===== src/rtl/async_fifo_pkg.sv =====
// -----------------------------------------------------------------------------
// async_fifo_pkg
// Shared definitions for the asynchronous FIFO pointer logic.
//   PTR_W  : default pointer width (includes the wrap bit)
//   FUNC_W : working width of the Gray helpers; narrower pointers are
//            zero-extended on the way in and truncated on the way out
//   gray2bin / bin2gray : exact inverse pair used by encoder and decoder
// -----------------------------------------------------------------------------
package async_fifo_pkg;

    localparam int PTR_W  = 9;
    localparam int FUNC_W = 32;

    // Prefix XOR from the MSB. Zero-extended upper bits contribute nothing,
    // so the low bits are the decode of any narrower Gray value.
    function automatic logic [FUNC_W-1:0] gray2bin(input logic [FUNC_W-1:0] g);
        logic [FUNC_W-1:0] b;
        b[FUNC_W-1] = g[FUNC_W-1];
        for (int i = FUNC_W - 2; i >= 0; i--) begin
            b[i] = b[i+1] ^ g[i];
        end
        return b;
    endfunction

    // Standard reflected binary encoding.
    function automatic logic [FUNC_W-1:0] bin2gray(input logic [FUNC_W-1:0] b);
        return b ^ (b >> 1);
    endfunction

endpackage


===== src/rtl/g2b_sync_if.sv =====
// -----------------------------------------------------------------------------
// g2b_sync_if
// Bundles the remote Gray pointer and the decoded, locally-timed results.
//   gray_in    : Gray pointer from the remote clock domain (asynchronous)
//   gray_sync  : last synchronizer stage
//   bin_out    : decoded binary pointer
//   delta      : bin_out advance since the previous sample, modulo 2^N
//   bin_valid  : pipeline holds only post-reset samples
//   step_err   : one-cycle pulse on an implausible advance
//   err_sticky : latched step_err, cleared only by reset
// master drives gray_in; slave is the decoder.
// -----------------------------------------------------------------------------
interface g2b_sync_if #(
    parameter int N = async_fifo_pkg::PTR_W
);
    logic [N-1:0] gray_in;
    logic [N-1:0] gray_sync;
    logic [N-1:0] bin_out;
    logic [N-1:0] delta;
    logic         bin_valid;
    logic         step_err;
    logic         err_sticky;

    modport master (
        output gray_in,
        input  gray_sync,
        input  bin_out,
        input  delta,
        input  bin_valid,
        input  step_err,
        input  err_sticky
    );

    modport slave (
        input  gray_in,
        output gray_sync,
        output bin_out,
        output delta,
        output bin_valid,
        output step_err,
        output err_sticky
    );
endinterface


===== src/rtl/g2b_sync_sync_ff.sv =====
// -----------------------------------------------------------------------------
// sync_ff
// WIDTH-bit, STAGES-deep flop chain for crossing into the clk domain.
// Plain wires between stages so stage 0 alone absorbs metastability.
//   clk   : destination clock
//   rst_n : asynchronous active-low reset, clears every stage
//   d     : asynchronous input
//   q     : last stage
// -----------------------------------------------------------------------------
module sync_ff #(
    parameter int WIDTH  = 1,
    parameter int STAGES = 2
) (
    input  logic             clk,
    input  logic             rst_n,
    input  logic [WIDTH-1:0] d,
    output logic [WIDTH-1:0] q
);

    logic [WIDTH-1:0] stage_q [STAGES];
    logic [WIDTH-1:0] stage_d [STAGES];

    // Shift path: each stage copies its predecessor unchanged.
    always_comb begin
        stage_d[0] = d;
        for (int k = 1; k < STAGES; k++) begin
            stage_d[k] = stage_q[k-1];
        end
    end

    // Synchronizer flops.
    always_ff @(posedge clk or negedge rst_n) begin
        if (!rst_n) begin
            for (int k = 0; k < STAGES; k++) begin
                stage_q[k] <= '0;
            end
        end else begin
            for (int k = 0; k < STAGES; k++) begin
                stage_q[k] <= stage_d[k];
            end
        end
    end

    assign q = stage_q[STAGES-1];

endmodule


===== src/rtl/g2b_sync.sv =====
// -----------------------------------------------------------------------------
// g2b_sync
// Receiving-side pointer decoder for the async FIFO: synchronizes a remote
// Gray pointer, decodes it to binary, reports the modular advance per cycle
// and flags advances larger than MAX_STEP (including backward moves).
//   clk   : local clock
//   rst_n : asynchronous active-low reset, clears all state
//   bus   : g2b_sync_if slave (gray_in in; gray_sync, bin_out, delta,
//           bin_valid, step_err, err_sticky out, all registered)
// Parameters: N pointer width, SYNC_STAGES 2..4, MAX_STEP 1..2^(N-1)-1.
// -----------------------------------------------------------------------------
module g2b_sync
    import async_fifo_pkg::*;
#(
    parameter int N           = PTR_W,
    parameter int SYNC_STAGES = 2,
    parameter int MAX_STEP    = 4
) (
    input  logic       clk,
    input  logic       rst_n,
    g2b_sync_if.slave  bus
);

    // Fill counter just wide enough to reach SYNC_STAGES+1 and hold there.
    localparam int                CNT_W    = $clog2(SYNC_STAGES + 2);
    localparam logic [CNT_W-1:0]  FILL_MAX = CNT_W'(SYNC_STAGES + 1);
    localparam logic [N-1:0]      STEP_LIM = N'(MAX_STEP);

    logic [N-1:0]     gray_sync_s;
    logic [N-1:0]     bin_dec_s;

    logic [N-1:0]     bin_out_q,    bin_out_d;
    logic [N-1:0]     delta_q,      delta_d;
    logic [CNT_W-1:0] fill_q,       fill_d;
    logic             valid_q,      valid_d;
    logic             pair_valid_q, pair_valid_d;
    logic             step_err_q,   step_err_d;
    logic             sticky_q,     sticky_d;

    sync_ff #(
        .WIDTH  (N),
        .STAGES (SYNC_STAGES)
    ) u_sync (
        .clk   (clk),
        .rst_n (rst_n),
        .d     (bus.gray_in),
        .q     (gray_sync_s)
    );

    // Decode, advance, qualification and error next-state.
    always_comb begin
        bin_dec_s    = N'(gray2bin(FUNC_W'(gray_sync_s)));
        bin_out_d    = bin_dec_s;
        // Modular subtract: a wrap from all-ones to zero yields 1, a
        // backward move yields a large value.
        delta_d      = bin_dec_s - bin_out_q;

        if (fill_q != FILL_MAX) begin
            fill_d = fill_q + CNT_W'(1);
        end else begin
            fill_d = fill_q;
        end
        valid_d      = valid_q | (fill_d == FILL_MAX);

        // The delta being registered now pairs the sample leaving bin_out_q
        // (qualified by valid_q) with the one entering (qualified by valid_d).
        pair_valid_d = valid_q & valid_d;
        step_err_d   = pair_valid_q & (delta_q > STEP_LIM);
        sticky_d     = sticky_q | step_err_d;
    end

    // Output and status registers.
    always_ff @(posedge clk or negedge rst_n) begin
        if (!rst_n) begin
            bin_out_q    <= '0;
            delta_q      <= '0;
            fill_q       <= '0;
            valid_q      <= 1'b0;
            pair_valid_q <= 1'b0;
            step_err_q   <= 1'b0;
            sticky_q     <= 1'b0;
        end else begin
            bin_out_q    <= bin_out_d;
            delta_q      <= delta_d;
            fill_q       <= fill_d;
            valid_q      <= valid_d;
            pair_valid_q <= pair_valid_d;
            step_err_q   <= step_err_d;
            sticky_q     <= sticky_d;
        end
    end

    assign bus.gray_sync  = gray_sync_s;
    assign bus.bin_out    = bin_out_q;
    assign bus.delta      = delta_q;
    assign bus.bin_valid  = valid_q;
    assign bus.step_err   = step_err_q;
    assign bus.err_sticky = sticky_q;

endmodule


===== src/flat_wrapper.sv =====
// flat-port wrapper written by rule: the top's interface ports become plain ports
module g2b_sync_flat import async_fifo_pkg::*;
#(
    parameter int N           = PTR_W,
    parameter int SYNC_STAGES = 2,
    parameter int MAX_STEP    = 4
)
  (clk, rst_n, bus_gray_in, bus_gray_sync, bus_bin_out, bus_delta, bus_bin_valid, bus_step_err, bus_err_sticky);
  g2b_sync_if #(.N(N)) bus_i ();
  input  logic clk;
  input  logic rst_n;
  input wire logic [$bits(bus_i.gray_in)-1:0] bus_gray_in;
  output wire logic [$bits(bus_i.gray_sync)-1:0] bus_gray_sync;
  output wire logic [$bits(bus_i.bin_out)-1:0] bus_bin_out;
  output wire logic [$bits(bus_i.delta)-1:0] bus_delta;
  output wire logic [$bits(bus_i.bin_valid)-1:0] bus_bin_valid;
  output wire logic [$bits(bus_i.step_err)-1:0] bus_step_err;
  output wire logic [$bits(bus_i.err_sticky)-1:0] bus_err_sticky;
  assign bus_i.gray_in = bus_gray_in;
  assign bus_gray_sync = bus_i.gray_sync;
  assign bus_bin_out = bus_i.bin_out;
  assign bus_delta = bus_i.delta;
  assign bus_bin_valid = bus_i.bin_valid;
  assign bus_step_err = bus_i.step_err;
  assign bus_err_sticky = bus_i.err_sticky;
  g2b_sync #(.N(N), .SYNC_STAGES(SYNC_STAGES), .MAX_STEP(MAX_STEP)) u_core (.clk(clk), .rst_n(rst_n), .bus(bus_i));
endmodule

===== config.mk =====
export PLATFORM = sky130hd
export DESIGN_NAME = g2b_sync_flat
export DESIGN_NICKNAME = d
export VERILOG_FILES = /design/src/rtl/async_fifo_pkg.sv /design/src/rtl/g2b_sync_if.sv /design/src/rtl/g2b_sync_sync_ff.sv /design/src/rtl/g2b_sync.sv /design/src/flat_wrapper.sv
export SDC_FILE = /design/constraint.sdc
export NUM_CORES = 1
export LEC_CHECK = 0
export ABC_AREA = 1
export BUFFER_PORTS_ARGS = -buffer_cell sky130_fd_sc_hd__buf_2
export CAP_MARGIN = 20
export CORE_AREA = 2 2 72 74
export DETAILED_ROUTE_END_ITERATION = 8
export DIE_AREA = 0 0 74 76
export GPL_ROUTABILITY_DRIVEN = 0
export RECOVER_POWER = 50
export SETUP_SLACK_MARGIN = 0.2
export SLEW_MARGIN = 30
export SYNTH_ARGS = -nofsm -noshare
export SYNTH_HDL_FRONTEND = slang
export SYNTH_SLANG_ARGS = --single-unit

===== constraint.sdc =====
create_clock -name clk -period 3.1 [get_ports clk]
set_clock_uncertainty 0.1 [all_clocks]
set_input_delay 0.62 -clock clk [delete_from_list [all_inputs] [get_ports clk]]
set_output_delay 0.62 -clock clk [all_outputs]
set_load 0.03 [all_outputs]

==> metrics, run 1 <==
RSZ-0062 raised after global routing=true; Synth Cell Area=1730 sq um; crit share post-route=95.2%; Vias/cell=4.15; initial DRC count=27; outcome=complete, no violations; Slowest-stage cell, CP=dfrtp_2; Yosys Warn Count=0; total congestion overflow=0; CP required=3170 ps; Die Wd=74 um; Hold Crit Class=input pin to async pin; clk sink count=42; I/O pin count=41; Power Total=1.49 mW; min Tclk post-route=2950 ps; n_diodes=0; Routed WL per cell=10.7 um; maxcap violations=0; Mapped Avg Cell Area=11.0 sq um; remaining antenna violation count after routing=0; cts bufs inserted=5; H-tree Lvls=2; Slowest Stage Delay on Critical Path=440 ps; Die Area=5620 sq um; share of cells above drive strength 1=49.5%; sequential share of the synthesized area=60.7%; CTS Root Cell=clkbuf_8; Syn Nets=177; most frequent cells in the layout=buf_2 (39), dfrtp_1 (39), inv_1 (24), nand2_1 (16); CP Capture Type=flop; vias in the first global route=1108; post-DP HPWL=2000 um; Die Y-Extent=76 um; pre-CTS setup slack=53.7 ps; Initial Util=35.2%; CP Class=flop to flop; Final Hold Fails=0; CP most frequent cell=nand2_4; Critical Path Fanout Max=4; Initial DRT Pass Iterations=2; Worst R2R Setup Slack=150 ps; final worst slack=148 ps; routed vias=1169; nets=231; CTS tree=yes; Slew headroom=66.1%; reg-to-reg startpoint=u_core.u_sync.q[7]; input/output buffers=40; measured slew at the worst slew-check pin=508 ps; largest net degree at the start of global routing=43; clk buf depth=2; Synth Register Bits=42; CP arrival=3030 ps; DRT Wirelength=3030 um; count of pins over their slew limit=0; PwrDens=626 nW/um^2; crit path from=u_core.u_sync.q[7]; first-pass GRT wire length=4770 um; Core Area=4910 sq um; Area Growth Syn to Fin=37.3%; Worst-path clk slew=80 ps; worst skew pair latency=280 ps; GR Util All Layers=11.3%; antenna violations before repair=0; VDD IR max=0.278 mV; final setup vio count=0; Post-route DRC=0; Syn Inst Count=157; Worst setup SP type=flop; post-synth cell types=22; row count=26; Leakage Power=1.19 nW; hold-fix buffers at CTS=0; achievable frequency=339 MHz
## cells by family (layout without fill, tap and decap cells)
logic type | count (synthesis) | in the layout | share of synthesized area, %
adder cells (fa/ha/maj) | 9 | 9 | 6.94
AND/OR/NAND/NOR | 64 | 64 | 20.5
AO/OA/AOI/OAI | 7 | 7 | 2.24
buffers and inverters | 29 | 84 | 6.51
flip-flops | 42 | 42 | 60.7
XOR/XNOR | 6 | 6 | 3.04
## stage by stage
stage	utilization, %	area [sq um]	setup TNS [ps]	hold WS [ps]	std cells
after CTS	45.3	2230	0	251	278
after global placement	41.0	2010	0	232	265
final	48.4	2380	0	204	282
after detailed placement	41.0	2010	0	235	265
after global routing	48.4	2380	-88.2	244	282
after floorplan	-	1740	0	224	157
## cell type report
| class | count | area (sq um) |
|---|---|---|
| inverters | 27 | 101 |
| clock buffers | 7 | 86.3 |
| flip-flops and latches | 42 | 1050 |
| fillers | 452 | 2540 |
| multi-input cells | 86 | 771 |
| well taps | 70 | 87.6 |
| clock inverters | 1 | 5.00 |
| repair buffers | 49 | 270 |
## power breakdown
| part | internal [mW] | switching (mW) | total (mW) |
|---|---|---|---|
| logic | 0.166 | 0.317 | 0.483 |
| registers | 0.620 | 0.0377 | 0.658 |
| clock network | 0.179 | 0.168 | 0.347 |
## sequential cells by signal, summed over array words and instances (netlist names)
name,cells
u_core.bus.delta,9
u_core.u_sync.q,9
u_core.bus.bin_valid,1
u_core.fill_q,2
u_core.bus.err_sticky,1
u_core.bus.step_err,1
u_core.u_sync.stage_d,9
u_core.pair_valid_q,1
u_core.bus.bin_out,9
## worst max-delay path, delay by kind of cell, from the launching register on
| family | cells | cell delay (ps) |
|---|---|---|
| fa+ha+maj | 2 | 460 |
| simple gates | 18 | 1390 |
| flops | 1 | 440 |
| compound gates | 2 | 180 |
| buf+inv | 2 | 130 |
| xor+xnor | 1 | 130 |
## layer usage
layer	part of all wire (%)	wire [um]	global-route usage [%]	vias to the layer above
li1	-	-	-	599
met1	42	1270	13.6	536
met2	52	1560	18.1	29
met3	5.0	152	3.31	5
met4	1.6	47	5.45	0
met5	0	0	0	-
## synthesized netlist by cell type
cell type / number / area, sq um
xor2_1: 5 / 43.8
nand3_1: 15 / 75.1
nand3_2: 8 / 80.1
a21oi_1: 2 / 10.0
clkbuf_1: 1 / 3.75
a21boi_1: 1 / 7.51
nor4_1: 1 / 6.26
inv_2: 1 / 3.75
xnor2_1: 1 / 8.76
buf_4: 1 / 7.51
inv_1: 26 / 97.6
o21ai_0: 2 / 10.0
or2_2: 3 / 18.8
a31oi_1: 1 / 6.26
o21ai_1: 1 / 5.00
dfrtp_1: 42 / 1050
nand2_1: 21 / 78.8
nand3_4: 1 / 17.5
fa_1: 1 / 20.0
ha_1: 8 / 100
nand2_2: 9 / 56.3
nor2_1: 6 / 22.5
## path summary, 6_finish.rpt
path	to	cells after the start
min in group clk	u_core.u_sync.q[0]	0
max in group asynchronous	u_core.u_sync.q[6]	1
worst min-delay path	u_core.bus.delta[6]	1
worst max-delay path	u_core.bus.delta[8]	25
worst min register to register	u_core.u_sync.q[0]	0
worst max register to register	u_core.bus.delta[8]	25
## timing repair
action                     in CTS  in global routing
pin swaps                       9                 14
gates resized for setup        18                 22
setup endpoints to repair       1                  3
buffers inserted                5                  4
Power figures use the tool's default switching activity.
==> run 2: changes to the inputs <==
- MAX_ROUTING_LAYER: unset -> met4
==> metrics, run 2 (same netlist as run 1, synthesis figures left out) <==
outcome=complete, no violations; RSZ-0062 raised after global routing=true; hold-fix buffers at CTS=0 (unchanged); CP arrival=3030 ps (about the same); Vias/cell=4.15 (+0.17%); Hold Crit Class=input pin to async pin; CP required=3180 ps (about the same); H-tree Lvls=2 (unchanged); GR Util All Layers=11.7% (+0.37 points); Slowest Stage Delay on Critical Path=440 ps (about the same); remaining antenna violation count after routing=0 (unchanged); most frequent cells in the layout=buf_2 (39), dfrtp_1 (39), inv_1 (24), nand2_1 (16); final setup vio count=0 (unchanged); VDD IR max=0.279 mV (+0.24%); min Tclk post-route=2950 ps (+1.72 ps); CP most frequent cell=nand2_4; Area Growth Syn to Fin=37.3% (unchanged); Core Area=4910 sq um (unchanged); worst skew pair latency=290 ps (about the same); PwrDens=628 nW/um^2 (+0.20%); measured slew at the worst slew-check pin=512 ps (+3.27 ps); Leakage Power=1.19 nW (unchanged); vias in the first global route=1107 (-0.090%); share of cells above drive strength 1=49.5% (unchanged); Initial Util=35.2% (unchanged); maxcap violations=0 (unchanged); initial DRC count=36 (+33%); Die Y-Extent=76 um (unchanged); I/O pin count=41 (unchanged); Die Wd=74 um (unchanged); antenna violations before repair=0 (unchanged); Slowest-stage cell, CP=dfrtp_2; Post-route DRC=0 (unchanged); input/output buffers=40 (unchanged); first-pass GRT wire length=4770 um (-0.15%); clk sink count=42 (unchanged); CTS Root Cell=clkbuf_8; nets=231 (unchanged); DRT Wirelength=3040 um (+0.33%); CP Capture Type=flop; Die Area=5620 sq um (unchanged); Slew headroom=65.9% (-0.22 points); Critical Path Fanout Max=4 (unchanged); count of pins over their slew limit=0 (unchanged); routed vias=1171 (+0.17%); clk buf depth=2 (unchanged); n_diodes=0 (unchanged); fin area=2380 sq um (unchanged); CP Class=flop to flop; crit share post-route=95.3% (about the same); Routed WL per cell=10.8 um (+0.33%); achievable frequency=339 MHz (about the same); Worst setup SP type=flop; largest net degree at the start of global routing=43 (unchanged); Initial DRT Pass Iterations=4 (+2); Worst-path clk slew=80 ps (about the same); Fillers=452 (unchanged); final setup TNS=0 ps (unchanged); row count=26 (unchanged); CTS tree=yes; DP Area=2010 sq um (unchanged); total congestion overflow=0 (unchanged); Final Hold Fails=0 (unchanged); WHS=200 ps (-3.54 ps); cts bufs inserted=5 (unchanged); post-DP HPWL=2000 um (unchanged)
run 2: what timing repair did:
item,4_1_cts,5_1_grt
buffers inserted,5,4
gates resized for setup,18,22
endpoints found under the setup margin,1,3
pin swaps,9,14
gates cloned,0,0
run 2: area by class of cell:
type	instances	area, sq um	area share (%)
Tap cell	70	87.6	3.69
Inverter	27	101	4.27
Sequential cell	42	1050	44.4
Multi-Input combinational cell	86	771	32.4
Timing Repair Buffer	49	270	11.4
Clock buffer	7	86.3	3.63
Clock inverter	1	5.00	0.211
run 2: metal layers:
| layer | track usage (%) | wire length [um] | vias to the layer above | share of wire (%) |
|---|---|---|---|---|
| li1 | - | - | 597 | - |
| met1 | 13.6 | 1290 | 538 | 42 |
| met2 | 18.0 | 1550 | 31 | 51 |
| met3 | 4.50 | 169 | 5 | 5.6 |
| met4 | 4.36 | 39 | 0 | 1.3 |
| met5 | - | 0 | - | 0 |
run 2: critical path: cells and delay by family (launching register included):
| kind | cells | cell delay (ps) |
|---|---|---|
| simple gates | 18 | 1400 |
| fa+ha+maj | 2 | 460 |
| flops | 1 | 440 |
| compound gates | 2 | 180 |
| buf+inv | 2 | 130 |
| xor+xnor | 1 | 130 |
run 2: path summary, 6_finish.rpt:
| path | cells after the start | endpoint | start | slack [ps] |
|---|---|---|---|---|
| setup / recovery | 25 | u_core.bus.delta[8] | u_core.u_sync.q[7] | 150 |
| hold / removal | 1 | u_core.bus.delta[8] | rst_n | 200 |
| setup reg to reg | 25 | u_core.bus.delta[8] | u_core.u_sync.q[7] | 150 |
| hold reg to reg | 0 | u_core.u_sync.q[0] | u_core.u_sync.stage_d[0] | 250 |
| max in group asynchronous | 1 | u_core.u_sync.q[6] | rst_n | 2320 |
| min in group clk | 0 | u_core.u_sync.q[0] | u_core.u_sync.stage_d[0] | 250 |
run 2: per-stage QoR:
| step | util, % | instances | setup slack [ps] | total power, mW |
|---|---|---|---|---|
| 2_1_floorplan | - | 157 | 211 | 0.964 |
| 3_3_place_gp | 41.0 | 265 | 111 | 1.08 |
| 3_5_place_dp | 41.0 | 265 | 53.7 | 1.08 |
| 4_1_cts | 45.3 | 278 | 155 | 1.46 |
| 5_1_grt | 48.4 | 282 | -88.2 | 1.59 |
| 6_report | 48.4 | 282 | 146 | 1.49 |
run 2: report_power, final:
group          total [mW]  switching [mW]  internal (mW)
Combinational       0.483           0.318          0.166
Sequential          0.658          0.0379          0.620
Clock               0.349           0.170          0.179
Total                1.49           0.525          0.966
